**src/rtl/uart_tx_scheduler.sv**
```systemverilog
// Round-robin arbiter sharing one UART_TX among N_REQ byte producers.
// Issues a one-cycle send per grant, then blocks further grants for a frame plus gap.
module uart_tx_scheduler #(
  parameter int N_REQ        = 4,
  parameter int FRAME_CYCLES = 80,
  parameter int GAP_CYCLES   = 0
) (
  input  logic                     clock,
  input  logic                     reset,
  input  logic [N_REQ-1:0]         req,
  input  logic [8*N_REQ-1:0]       req_data,
  output logic [N_REQ-1:0]         ack,
  output logic                     tx_send,
  output logic [7:0]               tx_data,
  output logic [$clog2(N_REQ)-1:0] grant_id,
  output logic                     busy
);

  localparam int TOTAL = FRAME_CYCLES + GAP_CYCLES;
  localparam int CNT_W = $clog2(TOTAL);
  localparam int ID_W  = $clog2(N_REQ);
  localparam logic [CNT_W-1:0] CNT_LOAD = CNT_W'(TOTAL - 2);
  localparam logic [ID_W-1:0]  LAST_ID  = ID_W'(N_REQ - 1);

  typedef enum logic [1:0] {
    IDLE = 2'd0,
    SEND = 2'd1,
    WAIT = 2'd2
  } state_t;

  state_t           state_r;
  logic [ID_W-1:0]  ptr_r;
  logic [CNT_W-1:0] cnt_r;
  logic [ID_W-1:0]  win_s;
  logic             win_valid_s;

  // Winner search: first requesting index at or above ptr_r, wrapping modulo N_REQ.
  always_comb begin
    logic [ID_W:0]   sum_s;
    logic [ID_W-1:0] idx_s;
    sum_s       = '0;
    idx_s       = '0;
    win_s       = '0;
    win_valid_s = 1'b0;
    for (int i = 0; i < N_REQ; i++) begin
      sum_s = {1'b0, ptr_r} + (ID_W+1)'(i);
      if (sum_s >= (ID_W+1)'(N_REQ)) begin
        idx_s = ID_W'(sum_s - (ID_W+1)'(N_REQ));
      end else begin
        idx_s = sum_s[ID_W-1:0];
      end
      if (!win_valid_s && req[idx_s]) begin
        win_valid_s = 1'b1;
        win_s       = idx_s;
      end else begin
        win_valid_s = win_valid_s;
      end
    end
  end

  // Scheduler FSM with all outputs registered.
  always_ff @(posedge clock or negedge reset) begin
    if (!reset) begin
      state_r  <= IDLE;
      ptr_r    <= '0;
      cnt_r    <= '0;
      ack      <= '0;
      tx_send  <= 1'b0;
      tx_data  <= 8'h00;
      grant_id <= '0;
      busy     <= 1'b0;
    end else begin
      case (state_r)
        IDLE: begin
          if (win_valid_s) begin
            state_r  <= SEND;
            tx_data  <= req_data[{win_s, 3'b000} +: 8];
            grant_id <= win_s;
            ack      <= {{(N_REQ-1){1'b0}}, 1'b1} << win_s;
            tx_send  <= 1'b1;
            busy     <= 1'b1;
            ptr_r    <= (win_s == LAST_ID) ? '0 : win_s + ID_W'(1);
            cnt_r    <= CNT_LOAD;
          end else begin
            state_r <= IDLE;
          end
        end
        SEND: begin
          state_r <= WAIT;
          tx_send <= 1'b0;
          ack     <= '0;
        end
        WAIT: begin
          // busy falls on the same edge that returns to IDLE, giving TOTAL busy cycles
          if (cnt_r == '0) begin
            state_r <= IDLE;
            busy    <= 1'b0;
          end else begin
            cnt_r <= cnt_r - CNT_W'(1);
          end
        end
        default: begin
          state_r <= IDLE;
          tx_send <= 1'b0;
          ack     <= '0;
          busy    <= 1'b0;
          cnt_r   <= '0;
        end
      endcase
    end
  end

endmodule
```
**config.mk**
```make
export PLATFORM = sky130hd
export DESIGN_NAME = uart_tx_scheduler
export DESIGN_NICKNAME = d
export VERILOG_FILES = /design/src/rtl/uart_tx_scheduler.sv
export SDC_FILE = /design/constraint.sdc
export NUM_CORES = 1
export LEC_CHECK = 0
export CELL_PAD_IN_SITES_DETAIL_PLACEMENT = 0
export CELL_PAD_IN_SITES_GLOBAL_PLACEMENT = 1
export CORE_MARGIN = 2
export CORE_UTILIZATION = 37
export CTS_BUF_LIST = sky130_fd_sc_hd__clkbuf_8
export DETAILED_ROUTE_END_ITERATION = 7
export GPL_TIMING_DRIVEN = 0
export PLACE_DENSITY = 0.87
export SYNTH_ARGS = -nofsm -noshare
export SYNTH_HDL_FRONTEND = slang
export SYNTH_SLANG_ARGS = --single-unit
export TNS_END_PERCENT = 100
```
**constraint.sdc**
```tcl
create_clock -name clock -period 5.37 [get_ports clock]
set_input_delay 0.537 -clock clock [delete_from_list [all_inputs] [get_ports clock]]
set_output_delay 0.537 -clock clock [all_outputs]
set_load 0.1 [all_outputs]
```
# [Word level (Yosys, flattened, before mapping)]
# Cells that the tools add are included.
[op_classes] n_reduce_logical=12 n_addsub=9 magnitude_cmp=8 n_mux=33 mul=0 div=0 n_eq_ne=6 bitwise_logic=2 shift=2
[op_table] operator="$shiftx A32 B6 Y8" count=1
[op_table] operator="$pmux W7 S3" count=1
[op_table] operator="$mux W2" count=10
[op_table] operator="$mux W7" count=2
[op_table] operator="$lt A2 B3 Y1 const B" count=4
[op_table] operator="$mux W1" count=11
[op_table] operator="$ge A3 B3 Y1 const B" count=3
[op_table] operator="$bmux W1 S2" count=4
[op_table] operator="$pmux W4 S2" count=1
[op_table] operator="$sub A2 B1 Y2 const B" count=4
[op_table] operator="$logic_not A7 Y1" count=1
[op_table] operator="$sub A7 B1 Y7 const B" count=1
[op_table] operator="$add A2 B2 Y3 const B" count=2
[op_table] operator="$ne A2 B2 Y1 const B" count=3
[op_table] operator="$pmux W2 S3" count=1
[op_table] operator="$reduce_and A3 Y1" count=2
[op_table] operator="$eq A2 B2 Y1 const B" count=2
[op_table] operator="$mux W4" count=1
[op_table] operator="$reduce_and A2 Y1" count=2
[op_table] operator="$shl A1 B2 Y4 const A" count=1
[op_table] operator="$add A2 B1 Y3 const B" count=1
[op_table] operator="$ge A2 B3 Y1 const B" count=1
[op_table] operator="$logic_and A1 B1 Y1" count=3
[op_table] operator="$logic_not A1 Y1" count=3
[op_table] operator="6 further kinds" count=7
[totals] memories=0 output_inout_bits=16 regBits=27 rom_bits=0 word_cells=80 ramBits=0 inputBits=38 latch_bits=0

# [Depth between registers and ports, before layout]
# Gate-level depths: netlist of run 1.
[logic_depth] depth_word=17 mapped_depth=8 mapped_depth_nobuf=7

# [Least setup slack after synthesis of run 1]
# No wires, ideal clock.
[synth_timing] path_kind="in2reg" from="in req[2]" to="reg tx_data[0]" arrival_time_ns=1.806 cell_stages=5 setup_time_ns=0.126 path_buffers=0 required_ns=5.244 path_slack_ns=3.438 cell_sequence="nor2b_1 -> nor4_4 -> nor2_2 -> mux2_1 -> a221o_1"
[synth_via] elab_chain_len=13 elab_cells_between_ends=24 classes_between="shift (1); mux (16); reduce/logical (7)"
[synth_rtl] element="from (decl)" line_no="10" rtl="input logic [N_REQ-1:0] req,"
[synth_rtl] element="$bmux W1 S2" line_no="52" rtl="if (!win_valid_s && req[idx_s]) begin"
[synth_rtl] element="$mux W1 (implied by the code)" line_no="52"
[synth_rtl] element="$mux W1" line_no="52"
[synth_rtl] element="$logic_not A1 Y1" line_no="52"
[synth_rtl] element="$logic_and A1 B1 Y1" line_no="52"
[synth_rtl] element="$mux W1" line_no="52"
[synth_rtl] element="$logic_not A1 Y1" line_no="52"
[synth_rtl] element="$logic_and A1 B1 Y1" line_no="52"
[synth_rtl] element="$mux W1" line_no="52"
[synth_rtl] element="$logic_not A1 Y1" line_no="52"
[synth_rtl] element="$logic_and A1 B1 Y1" line_no="52"
[synth_rtl] element="$mux W2 or $mux W1 (tied branches)" line_no="52"
[synth_rtl] element="$shiftx A32 B6 Y8 or $reduce_and A2 Y1 (tied branches)"
[synth_rtl] element="to (signal assigned)" line_no="77" rtl="tx_data <= req_data[{win_s, 3'b000} +: 8];"
[synth_rtl] element="to (decl)" line_no="14" rtl="output logic [7:0] tx_data,"
# Several ways; a longest one is shown, not always the timed one. The select of a mux whose other input is x is not followed.
# A chain may end at the register's enable or synchronous reset.

# [Worst setup path in the final report of run 1]
[layout_timing] from="in req[0]" to="reg ack[3]"
[layout_via] elab_chain_len=15 elab_cells_between_ends=27 classes_between="eq/ne (1); shift (1); mux (18); reduce/logical (7)"
[layout_rtl] element="$bmux W1 S2" line_no="52"
[layout_rtl] element="$mux W1 (implied by the code)" line_no="52"
[layout_rtl] element="$mux W1" line_no="52"
[layout_rtl] element="$logic_not A1 Y1" line_no="52"
[layout_rtl] element="$logic_and A1 B1 Y1" line_no="52"
[layout_rtl] element="$mux W1" line_no="52"
[layout_rtl] element="$logic_not A1 Y1" line_no="52"
[layout_rtl] element="$logic_and A1 B1 Y1" line_no="52"
[layout_rtl] element="$mux W1" line_no="52"
[layout_rtl] element="$logic_not A1 Y1" line_no="52"
[layout_rtl] element="$logic_and A1 B1 Y1" line_no="52"
[layout_rtl] element="$mux W2" line_no="52"
[layout_rtl] element="$shl A1 B2 Y4" line_no="79" rtl="ack <= {{(N_REQ-1){1'b0}}, 1'b1} << win_s;"
[layout_rtl] element="$mux W4" line_no="75" rtl="if (win_valid_s) begin"
[layout_rtl] element="$pmux W4 S2" line_no="73" rtl="case (state_r)"
[layout_rtl] element="to (signal assigned)" line_no="79"
[layout_rtl] element="to (decl)" line_no="12" rtl="output logic [N_REQ-1:0] ack,"
# Several ways; a longest one is shown, not always the timed one. The select of a mux whose other input is x is not followed.

==> results of run 1 <==
layer usage:
layer | vias to the layer above | global-route usage
met5 | - | 0
met4 | 0 | 0.0458
met3 | 2 | 0.0567
met1 | 676 | 0.226
li1 | 733 | -
met2 | 41 | 0.269
through the flow:
step           total power [mW]  hold slack (ns)
6_report                   1.57            0.258
5_1_grt                    1.68            0.315
4_1_cts                    1.58            0.505
3_5_place_dp               1.46            0.471
3_3_place_gp               1.45            0.476
2_1_floorplan              1.20            0.241
cell usage in the layout (no fill, tap or decap), types with 6 or more instances in the layout:
master and instances:
nor2_1 16, inv_1 7, dfrtp_1 27, nand2_1 15, clkdlybuf4s50_1 52, o21ai_0 6
nand3_1 8
path summary, 6_finish.rpt:
| kind | endpoint | slack, ns | depth (start not counted) |
|---|---|---|---|
| max in group asynchronous | tx_data[1] | 4.71 | 1 |
| worst min register to register | grant_id[0] | 0.51 | 1 |
| min in group clock | grant_id[0] | 0.51 | 1 |
| worst min-delay path | cnt_r[5] | 0.26 | 1 |
| worst max register to register | ack[3] | 3.39 | 7 |
| worst max-delay path | ack[3] | 2.97 | 8 |
flip-flops by register name, summed over array words and instances, names as in the netlist:
name,count
grant_id,2
ack,4
cnt_r,7
tx_data,8
ptr_r,2
state_r,2
tx_send,1
busy,1
power groups by stage:
stage	sequential [mW]	clock (mW)	combinational, mW
floorplan	0.770	0	0.430
global placement	0.378	0	1.07
detailed placement	0.378	0	1.08
CTS	0.375	0.125	1.09
global route	0.388	0.132	1.16
finish	0.376	0.120	1.08
logic make-up after synthesis:
logic type	share of synthesized area
buf+inv	0.0441
fa+ha+maj	0.0236
mux	0.0527
simple gates	0.201
flops	0.425
compound gates	0.254
cell type report:
| cell class | instances | area share |
|---|---|---|
| Multi-Input combinational cell | 123 | 0.380 |
| Tap cell | 50 | 0.0281 |
| Clock inverter | 1 | 0.00225 |
| Inverter | 8 | 0.0135 |
| Clock buffer | 3 | 0.0186 |
| Sequential cell | 27 | 0.304 |
| Timing Repair Buffer | 53 | 0.236 |
| Buffer | 8 | 0.0180 |
==> results.cfg, run 1 <==
[status]
outcome = completed

[logic_synthesis]
synth_most_common_cell = dfrtp_1
ys_types = 51
syn_inst = 166
synth_nets = 207
ys_warn_count = 0
syn_area_um2 = 1590
ys_seq_area_frac = 0.425
synth_edf_count = 0
synth_ff_type = dfrtp_1
async_reset_ff_frac = 1.00
avgSynthCellArea_um2 = 9.58
synth_common_cells = dfrtp_1 (27), nor2_1 (16), nand2_1 (15), nand3_1 (8), inv_1 (7)
yosys-top-cells-area = dfrtp_1 (42%), nor2_1 (3.8%), nand2_1 (3.5%)
synth_largest_area_cell = dfrtp_1
ys_ff_latch = 27
yosysTopAreaCellShare = 0.425

[critical_path]
required_ns = 5.54
crit_family = buffers and inverters
r2r_start = ptr_r[0]
crit_chain = clkdlybuf4s50_1 > nor2b_4 > nor4_4 > nor2_2 > buf_4 > inv_1 > ha_1 > a22o_1
critPathBufInv = 3
cp_slowest_stage_delay_ns = 0.60
endpoint_kind = register
worstSetupStartpointType = input pin
crit_slowest_cell = clkdlybuf4s50_1
worstPathArrival_ns = 2.56
crit_path_start = req[0]
criticalPathCategory = input pin to register
cp_max_fo = 10

[floorplanning]
die_w_um = 69.6
dieArea_um2 = 4840
core.rowCount = 23
num_io_pins = 54
start_util = 0.392
die_h_um = 69.6
core_area_um2 = 4060

[routing]
wl_met2_mm = 1.71
met3_length_um = 308
num_vias = 1452
dr.first_iter.drc_count = 72
wl_met1_mm = 1.83
finalWirelength_mm = 3.88
dr.pass1.iters = 4
avgViaCountPerCell = 5.32
drc_errors = 0
avgRoutedWirePerCell_um = 14.2
highest_layer = met4
final_antenna_net_count = 0

[layout]
antenna_cells = 0
final-seq-area_um2 = 676
area_growth_syn_to_layout_pct = 39.9
multi_input_area_um2 = 845
fin_util = 0.548
final_nets = 265
fill_cells = 373
drive_above_1_share = 0.0942
final_cells = 273
design_area_um2 = 2220

[flow_run]
maxCapViolations = 0

[global_route]
overflow = 0
grt_max_degree = 28
grt_pass1_wl_mm = 6.75
antenna_found_initial = 0
first_global_vias = 1446
grt_usage = 0.171

[timing]
setup_ws_ns = 2.97
fin_crit_sh = 0.446
hold_violations = 0
setup_viol = 0
grt_setup_unrepaired = false
clock.fmax_mhz = 417
min_period_ns = 2.40
worstMarginPinSlew_ns = 0.987
drv_slew = 0
slew_headroom = 0.340
finalSetupTns_ns = 0
fin_skew_ns = 0.00317

[pwr]
power_switching_share = 0.561
p_per_area_nw_per_um2 = 708
p_leak_nw = 0.916
pwr-share-comb = 0.685
peakVddDrop_uv = 455
p_clk_frac = 0.076
p_switching_mw = 0.884
p_int_mw = 0.691
seqPwrFrac = 0.239

[place]
dpl_cell_area_um2 = 2180
hpwlAfterDp_mm = 2.95
preCtsSetupSlack_ns = 2.66
io_buffers = 53
gp_congestion = 0.766
place_inst = 269

[cts]
ctsHoldBuffers = 0
path_clk_slew_ns = 0.10
clock_latency_ns = 0.27
cts-buffers-inserted = 3
cts-root-buf = clkbuf_8
cts_tree = built
cts_resized = 0
cts_htree_levels = 1
cts.sinks = 27
clockBufferDepth = 2
post_cts_buffers = 0

[hold_path]
min_path_type = input pin to async pin
Power figures use the tool's default switching activity.
==> inputs of run 2 (changes only) <==
Settings changed: CORE_UTILIZATION 37 to 31, PLACE_DENSITY 0.87 to 0.78.
Clock period 5.37 ns to 2.2 ns, I/O delays scaled along.
==> run 2 against run 1 <==
Total power up 140%. Worst setup slack worse by 2.8 ns. Sequential cell count unchanged. Core utilization down 9.8 points. Hold slack better by 0.23 ns. First-iteration DRC count up 65%. Design area up 2.0%. Combinational power up 150%. Cell count up 7.7%. Routed wire length up 4.0%. Count of clock-buffer cells in the layout unchanged. Sequential share of layout area down 0.60 points. Critical endpoint is now grant_id[1]. Largest cell class unchanged.
==> results.cfg, run 2 (synthesis results as in run 1) <==
[floorplanning]
die_h_um = 75.6
core.rowCount = 26
num_io_pins = 54
dieArea_um2 = 5720
die_w_um = 75.6
core_area_um2 = 5040
start_util = 0.315

[layout]
final_nets = 266
area_growth_syn_to_layout_pct = 42.7
final-seq-area_um2 = 676
drive_above_1_share = 0.0938
fill_cells = 500
most-common-layout-cells = clkdlybuf4s50_1 (52), dfrtp_1 (27), nor2_1 (16), nand2_1 (15)
final_cells = 294
antenna_cells = 0
final_common_cell = clkdlybuf4s50_1
multi_input_area_um2 = 856
largest_register_ffs = 8
top_register = tx_data
top_regs = tx_data: 8 flops, cnt_r: 7 flops, ack: 4 flops

[pwr]
p_leak_nw = 0.923
total_power_mw = 3.85
peakVddDrop_uv = 838
p_per_area_nw_per_um2 = 1700

[timing]
worstMarginPinSlew_ns = 1.01
fin_crit_sh = 0.913
min_period_ns = 2.01
slew_headroom = 0.327
setup_viol = 0
clock.fmax_mhz = 498
fin_skew_ns = 0.00286
grt_setup_unrepaired = false
hold_violations = 0
drv_slew = 0

[routing]
final_antenna_net_count = 0
avgViaCountPerCell = 5.06
num_vias = 1487
dr.pass1.iters = 4
wl_met1_mm = 1.88
drc_errors = 0
met3_length_um = 263
dr.first_iter.drc_count = 119
wl_met2_mm = 1.87
highest_layer = met4
avgRoutedWirePerCell_um = 13.7
finalWirelength_mm = 4.03

[critical_path]
cp_max_fo = 2
r2r_start = state_r[1]
worstSetupStartpointType = register
reg2reg_to = tx_data[3]
criticalPathCategory = register to output pin
cp_slowest_stage_delay_ns = 1.14
r2r_cells = 6
critPathBufInv = 1
rrSetupSlack_ns = 0.32
crit_family = buffers and inverters
required_ns = 1.98
crit_chain = clkdlybuf4s50_1
crit_slowest_cell = clkdlybuf4s50_1
worstPathArrival_ns = 1.79
endpoint_kind = output pin

[cts]
clock_latency_ns = 0.27
post_cts_buffers = 0
clockBufferDepth = 2
cts-buffers-inserted = 3
cts-root-buf = clkbuf_8
path_clk_slew_ns = 0.09
cts_htree_levels = 1
cts.sinks = 27
cts_tree = built

[place]
gp_congestion = 0.886
place_inst = 289
io_buffers = 53
hpwlAfterDp_mm = 3.03

[hold_path]
min_path_type = input pin to async pin

[global_route]
grt_pass1_wl_mm = 6.82
grt_usage = 0.157
overflow = 0
first_global_vias = 1440
grt_max_degree = 28
antenna_found_initial = 0

[flow_run]
maxCapViolations = 0

[status]
outcome = completed
[run 2: repair_timing]
item | CTS | global route
hold buffers | 0 | 1
gates resized for setup | 0 | 2
hold endpoints to repair | 0 | 18
setup endpoints to repair | 0 | 3
[run 2: cell type report]
cell class | instances | area share
tap | 70 | 0.0386
sequential | 27 | 0.298
clock buffer | 3 | 0.0182
multi-input combinational | 123 | 0.377
timing repair buffer | 54 | 0.236
buffer | 8 | 0.0176
clock inverter | 1 | 0.00165
inverter | 8 | 0.0132
[run 2: how the worst max path moves through the flow]
stage / from / endpoint / cells after the start
after floorplan: ptr_r[0] / tx_data[0] / 5
after global placement: req[2] / ptr_r[1] / 9
after detailed placement: req[0] / tx_data[7] / 7
after CTS: req[0] / tx_data[7] / 7
after global routing: ack[3] / ack[3] / 1
final: grant_id[1] / grant_id[1] / 1
[run 2: per-layer routing]
metal | vias up | GRT usage
met1 | 706 | 0.215
met4 | 0 | 0.0351
met5 | - | 0
li1 | 734 | -
met2 | 45 | 0.243
met3 | 2 | 0.0516
[run 2: power breakdown]
group | switching [mW] | internal (mW) | leakage (nW)
logic | 1.82 | 0.828 | 0.563
clock network | 0.155 | 0.125 | 0.0269
registers | 0.185 | 0.736 | 0.334
total | 2.16 | 1.69 | 0.923
[run 2: worst reg2reg max path, delay by kind of cell, from the launching register on]
kind	cells	cell delay [ns]
buffers and inverters	3	0.70
and+or+nand+nor	1	0.44
AOI/OAI and AO/OA	2	0.30
DFF	1	0.36
[run 2: metrics by stage]
stage / worst slack (ns) / TNS [ns] / area (um^2) / hold slack [ns] / utilization
finish: 0.191 / 0 / 2270 / 0.490 / 0.450
detailed placement: -0.187 / -1.73 / 2210 / 0.473 / 0.438
global route: 0.123 / 0 / 2270 / 0.527 / 0.450
global placement: -0.148 / -1.26 / 2210 / 0.470 / 0.438
floorplan: 0.432 / 0 / 1590 / -0.0756 / -
CTS: 0.110 / 0 / 2250 / 0.501 / 0.447
